[src/rtl/chip8_pkg.sv]
// chip8_pkg: shared CHIP-8 types and constants for the memory video port and draw engine.
package chip8_pkg;

    localparam logic VIDEO_MEM_TYPE_RAM   = 1'b0;
    localparam logic VIDEO_MEM_TYPE_VRAM  = 1'b1;
    localparam int   VIDEO_MEM_TYPE_COUNT = 2;

    localparam int   VRAM_BYTES_PER_ROW   = 8;

    typedef enum logic [3:0] {
        ST_IDLE,
        ST_SPR_RD,
        ST_SPR_WAIT,
        ST_L_RD,
        ST_L_WAIT,
        ST_L_WR,
        ST_R_RD,
        ST_R_WAIT,
        ST_R_WR,
        ST_NEXT,
        ST_CLR_WR,
        ST_DONE
    } draw_state_t;

    // States that present a request on the video port while waiting for ready
    function automatic logic state_issues_req(input draw_state_t s);
        return s inside {ST_SPR_RD, ST_L_RD, ST_L_WR, ST_R_RD, ST_R_WR, ST_CLR_WR};
    endfunction

endpackage

[src/rtl/chip8_sprite_shift.sv]
// chip8_sprite_shift: splits a sprite row byte across the two VRAM bytes it can straddle.
module chip8_sprite_shift (
    input  logic [7:0] i_sprite,
    input  logic [2:0] i_shift,
    output logic [7:0] o_left,
    output logic [7:0] o_right,
    output logic       o_right_en
);

    logic [15:0] w_wide;

    // Low byte of {spr,0} >> s equals (spr << (8-s)) truncated, and is 0 for s = 0
    assign w_wide     = {i_sprite, 8'h00} >> i_shift;
    assign o_left     = i_sprite >> i_shift;
    assign o_right    = w_wide[7:0];
    assign o_right_en = |o_right;

endmodule

[src/rtl/chip8_draw_engine.sv]
// chip8_draw_engine: DXYN sprite draw and 00E0 clear sequencer on the memory video port.
module chip8_draw_engine
    import chip8_pkg::*;
#(
    parameter int SCREEN_W = 64,
    parameter int SCREEN_H = 32
) (
    input  logic        clk_in,
    input  logic        rst_in,
    input  logic        draw_start_in,
    input  logic        cls_start_in,
    input  logic [7:0]  x_in,
    input  logic [7:0]  y_in,
    input  logic [3:0]  n_in,
    input  logic [11:0] i_addr_in,
    output logic        busy_out,
    output logic        done_out,
    output logic        collision_out,
    output logic [15:0] video_addr_out,
    output logic        video_we_out,
    output logic        video_valid_out,
    output logic [15:0] video_data_out,
    output logic        video_type_out,
    output logic        video_size_out,
    input  logic        video_ready_in,
    input  logic        video_valid_in,
    input  logic [15:0] video_data_in
);

    localparam int VRAM_BYTES = SCREEN_W * SCREEN_H / 8;

    draw_state_t r_state;
    logic [5:0]  r_x0;
    logic [4:0]  r_y0;
    logic [3:0]  r_n;
    logic [11:0] r_i;
    logic [3:0]  r_row;
    logic [7:0]  r_left;
    logic [7:0]  r_right;
    logic        r_right_en;
    logic        r_coll;
    logic [15:0] r_addr;
    logic        r_we;
    logic [7:0]  r_data;
    logic        r_type;
    logic [7:0]  r_cnt;

    logic [3:0]  w_row_n;
    logic [4:0]  w_yr;
    logic [5:0]  w_yr_n;
    logic [7:0]  w_off;
    logic [7:0]  w_rd;
    logic [7:0]  w_left;
    logic [7:0]  w_right;
    logic        w_right_en;
    logic        w_right_ok;
    logic        w_unused;

    assign w_row_n    = r_row + 4'd1;
    assign w_yr       = r_y0 + {1'b0, r_row};
    assign w_yr_n     = {1'b0, r_y0} + {2'b00, w_row_n};
    assign w_off      = {w_yr, r_x0[5:3]};
    assign w_rd       = video_data_in[7:0];
    assign w_right_ok = w_right_en && (r_x0[5:3] != 3'd7);
    assign w_unused   = ^{video_data_in[15:8], x_in[7:6], y_in[7:5]};

    chip8_sprite_shift u_shift (
        .i_sprite   (w_rd),
        .i_shift    (r_x0[2:0]),
        .o_left     (w_left),
        .o_right    (w_right),
        .o_right_en (w_right_en)
    );

    always_ff @(posedge clk_in or posedge rst_in) begin
        if (rst_in) begin
            r_state    <= ST_IDLE;
            r_x0       <= '0;
            r_y0       <= '0;
            r_n        <= '0;
            r_i        <= '0;
            r_row      <= '0;
            r_left     <= '0;
            r_right    <= '0;
            r_right_en <= 1'b0;
            r_coll     <= 1'b0;
            r_addr     <= '0;
            r_we       <= 1'b0;
            r_data     <= '0;
            r_type     <= VIDEO_MEM_TYPE_RAM;
            r_cnt      <= '0;
        end else begin
            case (r_state)
                ST_IDLE: begin
                    if (cls_start_in) begin
                        r_state <= ST_CLR_WR;
                        r_cnt   <= '0;
                        r_addr  <= '0;
                        r_data  <= '0;
                        r_we    <= 1'b1;
                        r_type  <= VIDEO_MEM_TYPE_VRAM;
                        r_coll  <= 1'b0;
                    end else if (draw_start_in) begin
                        r_x0    <= x_in[5:0];
                        r_y0    <= y_in[4:0];
                        r_n     <= n_in;
                        r_i     <= i_addr_in;
                        r_row   <= '0;
                        r_coll  <= 1'b0;
                        r_addr  <= {4'h0, i_addr_in};
                        r_we    <= 1'b0;
                        r_type  <= VIDEO_MEM_TYPE_RAM;
                        r_state <= (n_in == 4'd0) ? ST_DONE : ST_SPR_RD;
                    end
                end
                ST_SPR_RD:
                    if (video_ready_in) r_state <= ST_SPR_WAIT;
                ST_SPR_WAIT:
                    if (video_valid_in) begin
                        r_left     <= w_left;
                        r_right    <= w_right;
                        r_right_en <= w_right_ok;
                        r_type     <= VIDEO_MEM_TYPE_VRAM;
                        r_we       <= 1'b0;
                        // Halves with no set pixels are skipped entirely
                        if (|w_left) begin
                            r_addr  <= {8'h00, w_off};
                            r_state <= ST_L_RD;
                        end else if (w_right_ok) begin
                            r_addr  <= {8'h00, w_off + 8'd1};
                            r_state <= ST_R_RD;
                        end else begin
                            r_state <= ST_NEXT;
                        end
                    end
                ST_L_RD:
                    if (video_ready_in) r_state <= ST_L_WAIT;
                ST_L_WAIT:
                    if (video_valid_in) begin
                        r_coll  <= r_coll | (|(w_rd & r_left));
                        r_data  <= w_rd ^ r_left;
                        r_we    <= 1'b1;
                        r_state <= ST_L_WR;
                    end
                ST_L_WR:
                    if (video_ready_in) begin
                        r_we    <= 1'b0;
                        r_addr  <= {8'h00, w_off + 8'd1};
                        r_state <= r_right_en ? ST_R_RD : ST_NEXT;
                    end
                ST_R_RD:
                    if (video_ready_in) r_state <= ST_R_WAIT;
                ST_R_WAIT:
                    if (video_valid_in) begin
                        r_coll  <= r_coll | (|(w_rd & r_right));
                        r_data  <= w_rd ^ r_right;
                        r_we    <= 1'b1;
                        r_state <= ST_R_WR;
                    end
                ST_R_WR:
                    if (video_ready_in) begin
                        r_we    <= 1'b0;
                        r_state <= ST_NEXT;
                    end
                ST_NEXT: begin
                    r_row   <= w_row_n;
                    r_we    <= 1'b0;
                    r_type  <= VIDEO_MEM_TYPE_RAM;
                    r_addr  <= {4'h0, r_i + {8'h00, w_row_n}};
                    r_state <= (w_row_n == r_n || w_yr_n >= 6'(SCREEN_H)) ? ST_DONE : ST_SPR_RD;
                end
                ST_CLR_WR:
                    if (video_ready_in) begin
                        if (r_cnt == 8'(VRAM_BYTES - 1)) begin
                            r_we    <= 1'b0;
                            r_state <= ST_DONE;
                        end else begin
                            r_cnt  <= r_cnt + 8'd1;
                            r_addr <= {8'h00, r_cnt + 8'd1};
                        end
                    end
                ST_DONE:
                    r_state <= ST_IDLE;
                default:
                    r_state <= ST_IDLE;
            endcase
        end
    end

    assign busy_out        = (r_state != ST_IDLE) && (r_state != ST_DONE);
    assign done_out        = (r_state == ST_DONE);
    assign collision_out   = r_coll;
    assign video_addr_out  = r_addr;
    assign video_we_out    = r_we;
    assign video_valid_out = state_issues_req(r_state) && video_ready_in;
    assign video_data_out  = {8'h00, r_data};
    assign video_type_out  = r_type;
    assign video_size_out  = 1'b0;

endmodule

[config.mk]
export PLATFORM = sky130hd
export DESIGN_NAME = chip8_draw_engine
export DESIGN_NICKNAME = d
export VERILOG_FILES = /design/src/rtl/chip8_pkg.sv /design/src/rtl/chip8_sprite_shift.sv /design/src/rtl/chip8_draw_engine.sv
export SDC_FILE = /design/constraint.sdc
export NUM_CORES = 1
export LEC_CHECK = 0
export CELL_PAD_IN_SITES_DETAIL_PLACEMENT = 1
export CELL_PAD_IN_SITES_GLOBAL_PLACEMENT = 1
export CORE_UTILIZATION = 37
export DETAILED_ROUTE_END_ITERATION = 10
export PLACE_DENSITY = 0.74
export SLEW_MARGIN = 20
export SYNTH_ARGS = -nofsm -noshare
export SYNTH_HDL_FRONTEND = slang
export SYNTH_SLANG_ARGS = --single-unit
export TNS_END_PERCENT = 10
[constraint.sdc]
create_clock -name clk_in -period 4.6 [get_ports clk_in]
set_input_delay 0.92 -clock clk_in [delete_from_list [all_inputs] [get_ports clk_in]]
set_output_delay 0.92 -clock clk_in [all_outputs]
set_load 0.03 [all_outputs]
---- After elaboration in Yosys (flattened, before gate mapping) ----
Cells that the tools add are included.
W data, S select, Z words.
operators by class
  add/sub/neg operators ................... 6
  magnitude comparators ................... 1
  eq/ne operators ......................... 33
  shift operators ......................... 2
  mux-type cells .......................... 50
  bitwise gates (word level) .............. 7
  reduce and logical (&&, ||, !) cells .... 30
operator list
  kind                   number
  $mux W16               8
  $pmux W16 S5           1
  $mux W4                19
  $pmux W4 S11           1
  $mux W8                5
  $reduce_or A8 Y1       4
  $ne A2 B2 Y1 const B   14
  $pmux W8 S3            1
  $add A8 B1 Y8 const B  2
  $and A8 B8 Y8          2
  $eq A4 B3 Y1 const B   4
  $eq A4 B4 Y1 const B   4
  $pmux W8 S2            1
  $shr A16 B3 Y8         1
  $xor A8 B8 Y8          2
  $reduce_and A7 Y1      2
  $add A12 B4 Y12        1
  $reduce_and A4 Y1      3
  $reduce_bool A6 Y1     2
  $reduce_and A11 Y1     1
  $mux W1                10
  $ne A3 B3 Y1 const B   3
  $reduce_and A3 Y1      3
  $eq A4 B2 Y1 const B   2
  other kinds (24)       33
storage, ports and cells
  register bits after elaboration ......... 87
  input bits .............................. 54
  output and inout bits ................... 39
  word-level logic and storage cells ...... 144

---- Depth between registers and ports, before layout ----
  depth after elaboration ................. 7
  mapped depth ............................ 10

---- Cells and area by module ----
From an unflattened synthesis, not the netlist that was laid out.
second synthesis, totals
  cell total of the unflattened synthesis .. 550
  area, all modules ....................... 5601.6 sq um
by module, submodules not included
  module              times used  cells each  area an instance (sq um)  sequential area each (sq um)
  chip8_draw_engine   1           488         5170.0                    2077.0
  chip8_sprite_shift  1           62          431.7                     0.0

---- Worst setup path after synthesis ----
OpenSTA, ideal clock, no wires.
  kind .................................... input to register
  start point ............................. input port video_data_in[6]
  end point ............................... register r_addr[4] (netlist: video_addr_out[4])
  library setup time ...................... 0.125 ns
  arrival time ............................ 2.609 ns
  required time ........................... 4.475 ns
  path slack .............................. 1.865 ns
  stages on the path ...................... 8
  cells stage by stage .................... buf_6 > mux2_2 > or2_1 > o311a_4 > o31ai_4 > a21oi_2 > buf_6 > mux2_4
between the ends
  word-level cells in the longest chain between the ends .. 5
  elaborated cells on any way between the ends .. 10
RTL lines
  element                                                   RTL line                                            RTL
  start, declared                                           chip8_draw_engine.sv:27                             input logic [15:0] video_data_in
  $shr A8 B3 Y8 / $shr A16 B3 Y8 (equally long branches)    chip8_sprite_shift.sv:14, chip8_sprite_shift.sv:13
  $reduce_or A8 Y1 (on tied branches)                       chip8_draw_engine.sv:126, chip8_sprite_shift.sv:16
  $mux W16 / $logic_and A1 B1 Y1 (equally long branches)    chip8_draw_engine.sv:126, chip8_draw_engine.sv:64
  $mux W16 / $ne A3 B3 Y1 (equally long branches)           --
  $pmux W16 S5 / $reduce_and A7 Y1 (equally long branches)  --
  end signal, assigned                                      chip8_draw_engine.sv:110                            r_addr <= {4'h0, i_addr_in};
  end signal, assigned                                      chip8_draw_engine.sv:127                            r_addr <= {8'h00, w_off};
  end signal, assigned                                      chip8_draw_engine.sv:130                            r_addr <= {8'h00, w_off + 8'd1};
  end, declared                                             chip8_draw_engine.sv:42                             logic [15:0] r_addr;
Several ways; a longest one is shown, not always the timed one. The select of a mux whose other input is x is not followed.
A chain may end at the register's enable or synchronous reset.

---- Worst setup path in the final report ----
  start point ............................. register r_state[3]
  end point ............................... output port video_valid_out
between the ends
  word-level cells in the longest chain between the ends .. 3
  elaborated cells on any way between the ends .. 8
RTL lines
  element                               RTL line                  RTL
  start, declared                       chip8_draw_engine.sv:32   draw_state_t r_state;
  start signal, assigned                chip8_draw_engine.sv:113  r_state <= (n_in == 4'd0) ? ST_DONE : ST_SPR_RD;
  start signal, assigned                chip8_draw_engine.sv:149  r_state <= r_right_en ? ST_R_RD : ST_NEXT;
  start signal, assigned                chip8_draw_engine.sv:170  r_state <= (w_row_n == r_n || w_yr_n >= 6'(SCREEN_H)) ? ST_DONE : ST_SPR_RD;
  $eq A4 B1 Y1 (tied with other cells)  chip8_pkg.sv:27           return s inside {ST_SPR_RD, ST_L_RD, ST_L_WR, ST_R_RD, ST_R_WR, ST_CLR_WR};
  $reduce_bool A6 Y1 (*)                chip8_pkg.sv:27
  $logic_and A1 B1 Y1 (*)               chip8_draw_engine.sv:195  assign video_valid_out = state_issues_req(r_state) && video_ready_in;
  end, declared                         chip8_draw_engine.sv:21   output logic video_valid_out,
Every way passes the cells marked *; elsewhere a longest branch is shown, timed or not.

==> run metrics <==
GR Overflow Total 0; FMAX 279.7 MHz; number of distinct library cells after synthesis 79; YS warnings 0; Rows 45; Routed WL per cell 19.44 um; Post-synth EDFFs 0; final setup vio count 0; dpl cells 832; CTS max path bufs 2; detailed-route wire length 16,480 um; Layout area overhead 18.26%; Critical Path Max Stage Delay 840 ps; status finished, final reports clean; worst path required time 3680 ps; H-tree depth 3; P per Cell Area 714.1 mW/mm2; TNS Setup 0 ps; via count of the first global-routing pass 5,000; FF/Latch Area 0.002052 mm2; die width 126.5 um; met3 global-route usage 0.03627; I/O Pins 93; clk_lat worst skew 350 ps; starting density of the core 0.3786; clk sinks 82; Total GRT Usage 0.2193; core footprint 0.01515 mm2; Crit-path slowest cell dfrtp_1; Worst Tran Pin Value 965.1 ps; total power 4.843 mW; Seq cells post-synth 82; pin count of the biggest net entering global routing 44; grt peak-use layer met2; Post-Synthesis Cells 610; Max-Cap Viols 0; post-CTS setup buffers 0; CP Capture Type primary output; Final Max Tran Viols 0; met1 Use GR 0.2936; crit-path max FO 26; Root Driver clkbuf_16; PostCTS Resize Cnt 0; Clk pin slew, worst setup/hold paths 70 ps; VDD IR-drop max 0.0002715 V; CP arrival 2660 ps; initial antenna violation count 0; # diodes 0; hold_buf cts 0; top_reg_cell synth dfrtp_1; DRC 0; Post-DRT Antenna Nets 0; RSZ-0062 raised after global routing false; Detail Placement HPWL 12,220 um; Port Buffer Count 66; Layout Nets 728; CTS tree yes; slew margin rel. 0.3478; sequential share of the synthesized area 0.3578; via count 4,946; period utilization 0.7772; Final Non-Filler Cells 848; Mapped Area 0.005734 mm2; first-pass GRT wire length 27,340 um; Max Clock Skew 10.30 ps; CP Launch Type register; First DRT Iteration DRCs 395; Pleak 2.847 nW; TritonCTS buffer count 9; endpoints failing hold 0; kind of critical path reg2out; GP Congestion 0.8998; share of post-route cells with drive strength above 1 0.1167; Multi-input gate area 0.003393 mm2; Die Ht 126.5 um; hold path depth 2; DR vias/cell 5.833; R2R depth 9; FFs w/ async S/R, synth 1.000; post-synthesis average cell area 9.400 um2; met2 usage 0.3585; Tmin final 3575 ps; Die ar. 0.01600 mm2; Hold Crit Class reg2reg; Fillers 1,727; drt pass-1 iters 5; Cell Chain, Critical Path nand2b_1 > o22a_1 > nor2_1 > clkdlybuf4s50_1; worst hold slack 488.8 ps
-- through the flow --
| stage | utilization | setup WS (ps) | cell area, um2 |
|---|---|---|---|
| after detailed placement | 0.4254 | 1072 | 6444 |
| after global routing | 0.4477 | 860.0 | 6782 |
| after global placement | 0.4254 | 1079 | 6444 |
| final | 0.4477 | 1025 | 6782 |
| after floorplan | - | 1572 | 5779 |
| after CTS | 0.4477 | 1054 | 6782 |
-- worst paths after layout --
kind                              start                end  slack, ps
max                          r_state[3]    video_valid_out       1020
min                        video_we_out       video_we_out        490
max reg2reg                    r_row[0]  video_addr_out[5]       1290
min reg2reg                video_we_out       video_we_out        490
max in group asynchronous        rst_in           r_cnt[5]       2590
min in group asynchronous        rst_in            r_x0[4]       1010
-- cell usage after synthesis (5+ instances only) --
cell,number,area share
a31oi_1,10,0.011
nand3_1,13,0.011
dfrtp_1,82,0.36
a211oi_1,7,0.0092
nor3_1,10,0.0087
inv_1,16,0.010
o21ai_0,53,0.046
buf_2,9,0.0079
nor2_1,34,0.022
mux2i_1,13,0.023
xor2_1,12,0.018
nand4_1,5,0.0055
xnor2_1,23,0.035
a22o_1,12,0.018
nand2b_1,6,0.0065
a21oi_1,26,0.023
ha_1,17,0.037
nand2_1,49,0.032
o22ai_1,5,0.0055
and3_1,7,0.0076
and2_1,5,0.0055
a22oi_1,7,0.0092
buf_4,14,0.018
nor2b_1,7,0.0076
clkbuf_1,22,0.014
o31ai_1,9,0.012
a221oi_1,6,0.0092
mux2_2,35,0.069
-- state kept, by name, summed over array words and instances (netlist names), 5 cells and up --
name            count
r_cnt               8
r_data              8
r_i                12
r_left              8
r_right             7
r_x0                6
r_y0                5
video_addr_out     12
-- layout by cell type (no fill, tap or decap), types with 5 or more instances in the layout --
cell / n
o21ai_0: 53
o22ai_1: 5
clkbuf_16: 9
nor3_1: 10
conb_1: 13
nor2_1: 34
o31ai_1: 9
nand4_1: 5
mux2_2: 35
ha_1: 17
a21oi_1: 26
and2_1: 5
mux2i_1: 13
a22oi_1: 7
nand2b_1: 6
inv_1: 15
xor2_1: 12
dfrtp_1: 82
a221oi_1: 6
nor2b_1: 7
xnor2_1: 23
nand2_1: 49
a31oi_1: 10
and3_1: 7
nand3_1: 13
clkdlybuf4s50_1: 66
a22o_1: 12
a211oi_1: 7
buf_4: 5
-- cells by family after synthesis --
logic type	Yosys count	share of synthesized area
buffers and inverters	66	0.05826
adders and majority gates	19	0.04408
muxes	52	0.1019
AOI/OAI and AO/OA	192	0.2376
and+or+nand+nor	163	0.1462
xor gates and xnor gates	35	0.05346
other	1	0.0006540
DFF	82	0.3578
-- area by class of cell --
class | count | area share
Tap cell | 188 | 0.03469
Multi-Input combinational cell | 474 | 0.5004
Clock buffer | 11 | 0.03727
Timing Repair Buffer | 71 | 0.1030
Clock inverter | 5 | 0.01255
Sequential cell | 82 | 0.3026
Inverter | 17 | 0.009594
-- where the power goes --
part / switching, mW / internal, mW / leakage, nW
Sequential: 0.441 / 1.02 / 1.04
Combinational: 1.42 / 1.13 / 1.65
Clock: 0.321 / 0.509 / 0.162
Total: 2.18 / 2.66 / 2.85
-- per-layer routing --
| layer | part of all wire | up-vias |
|---|---|---|
| met1 | 0.46 | 2451 |
| li1 | - | 2338 |
| met4 | 0.023 | 0 |
| met2 | 0.47 | 128 |
| met5 | 0 | - |
| met3 | 0.042 | 29 |
-- worst max-delay path, delay by kind of cell, from the launching register on --
kind                   cells  cell delay, ps
buffers and inverters      1             690
flip-flops                 1             840
AO/OA/AOI/OAI              1             290
AND/OR/NAND/NOR            2             470
Power figures use the tool's default switching activity.
==> edit (config.mk and constraints unchanged) <==
Reset style: synchronous (`rst_in`), changed in one clocked block.
--- a/src/rtl/chip8_draw_engine.sv
+++ b/src/rtl/chip8_draw_engine.sv
@@ -72,7 +72,7 @@
         .o_right_en (w_right_en)
     );
 
-    always_ff @(posedge clk_in or posedge rst_in) begin
+    always_ff @(posedge clk_in) begin
         if (rst_in) begin
             r_state    <= ST_IDLE;
             r_x0       <= '0;
Behaviour: differs if rst_in is asserted again (counterexample within 4 cycles, from zero or initial values and one cycle with rst_in high); with rst_in held inactive, the same outputs for 4 cycles.
==> edit against the unedited design <==
Area after synthesis is 2.5% higher. Design area grew 1.2%. Clock power decreased by 10%. Power fell by 37%. Sequential cell count unchanged. Wire length increased by 16%. Worst setup slack improved by 0.0094 ns. Critical path depth rose by 1. Count of clock-buffer cells in the layout shrank 1. Largest power group unchanged.
==> edit: results (changes against the unedited design) <==
post-synthesis mux area share 4.278% (was 10.19%); WL/cell 19.38 µm (was 19.44 µm); DR WL met2 9040 µm (was 7796 µm); total CTS buffers 9 (unchanged); status complete, no violations (unchanged); routing usage on met1 32.89% (was 29.36%); Final min period 3.566 ns (was 3.575 ns); Commonest cells post-synth nand2_1, dfxtp_1, a21oi_1, nor2_1, o21ai_0 (was dfrtp_1, o21ai_0, nand2_1, mux2_2, nor2_1); Synth Area in Adders 4.299% (was 4.408%); P_int 1.771 mW (was 2.661 mW); vias in the first global route 5948 (was 5000); Post-DP HPWL 13930 µm (was 12220 µm); Yosys cell types 86 (was 79); Worst VDD drop 0.1860 mV (was 0.2715 mV); Setup Skew 0.009129 ns (was 0.01030 ns); CP arrival 2.65 ns (was 2.66 ns); reg-to-reg startpoint r_state[1] (was r_row[0]); Post-Synth XOR/XNOR Area 4.469% (was 5.346%); Max-slew headroom 35.12% (was 34.78%); post-place setup slack 0.8989 ns (was 1.072 ns); GR Layer Usage met2 40.03% (was 35.85%); met3 global-route usage 3.548% (was 3.627%); Critical R2R Capture r_state[2] (was video_addr_out[5]); Worst Min Path Start r_i[3] (was video_we_out); fillers 1850 (was 1727); post-synthesis compound-gate area fraction 27.96% (was 23.76%); met1 wire length 9197 µm (was 7609 µm); All-Layer GR Usage 24.51% (was 21.93%); most common flop cell mapped by yosys dfxtp_1 (was dfrtp_1); GP Congestion 0.8523 (was 0.8998); DRT Pass-1 Iters 4 (was 5); Hold EP r_i[3] (was video_we_out); final net count 847 (was 728); FFs w/ async S/R, synth 0% (was 100.0%); R2R depth 7 (was 9); first-pass GRT wire length 31460 µm (was 27340 µm); via density per instance 5.810 (was 5.833); layout cells sized above 1 8.858% (was 11.67%); pin count of the biggest net entering global routing 34 (was 44); Iter 0 DRT Violations 387 (was 395); CP startpoint r_state[2] (was r_state[3]); sequential cell area fraction in the yosys report 27.92% (was 35.78%); Crit Path Max Fanout 18 (was 26); Flop+latch power 980 µW (was 1.46 mW); P per Cell Area 447.5 nW/µm² (was 714.1 nW/µm²); CTS resizes 0 (unchanged); leak pwr 2.400 nW (was 2.847 nW)
edit: changes by cell type after synthesis, sizes merged, moves of 11 or more:
cell   unedited run  this run
a21oi            28        81
dfrtp            82         0
mux2             39         3
nand2            49        85
nor3             11        22
o21ai            55        43
buf              27        46
dfxtp             0        82
nor2             35        55
edit: cell type report:
class / count / share of cell area, %
multi-input combinational: 581 / 55.59
sequential: 82 / 23.91
timing repair buffer: 83 / 11.41
tap: 211 / 3.845
clock buffer: 10 / 3.335
clock inverter: 6 / 0.9841
inverter: 17 / 0.9295
edit: metrics by stage:
step,hold WS (ns),instance area (µm²),instances
2_1_floorplan,0.4363,5924,751
3_3_place_gp,0.4442,6569,974
3_5_place_dp,0.4621,6569,974
4_1_cts,0.4715,6865,990
5_1_grt,0.4973,6865,990
6_report,0.4682,6865,990
edit: critical path, cell delays in order (launching register included):
cell	delay, ns
dfxtp_1	0.77
buf_4	0.34
nand3b_1	0.14
a21oi_1	0.23
o21a_1	0.16
clkdlybuf4s50_1	0.66
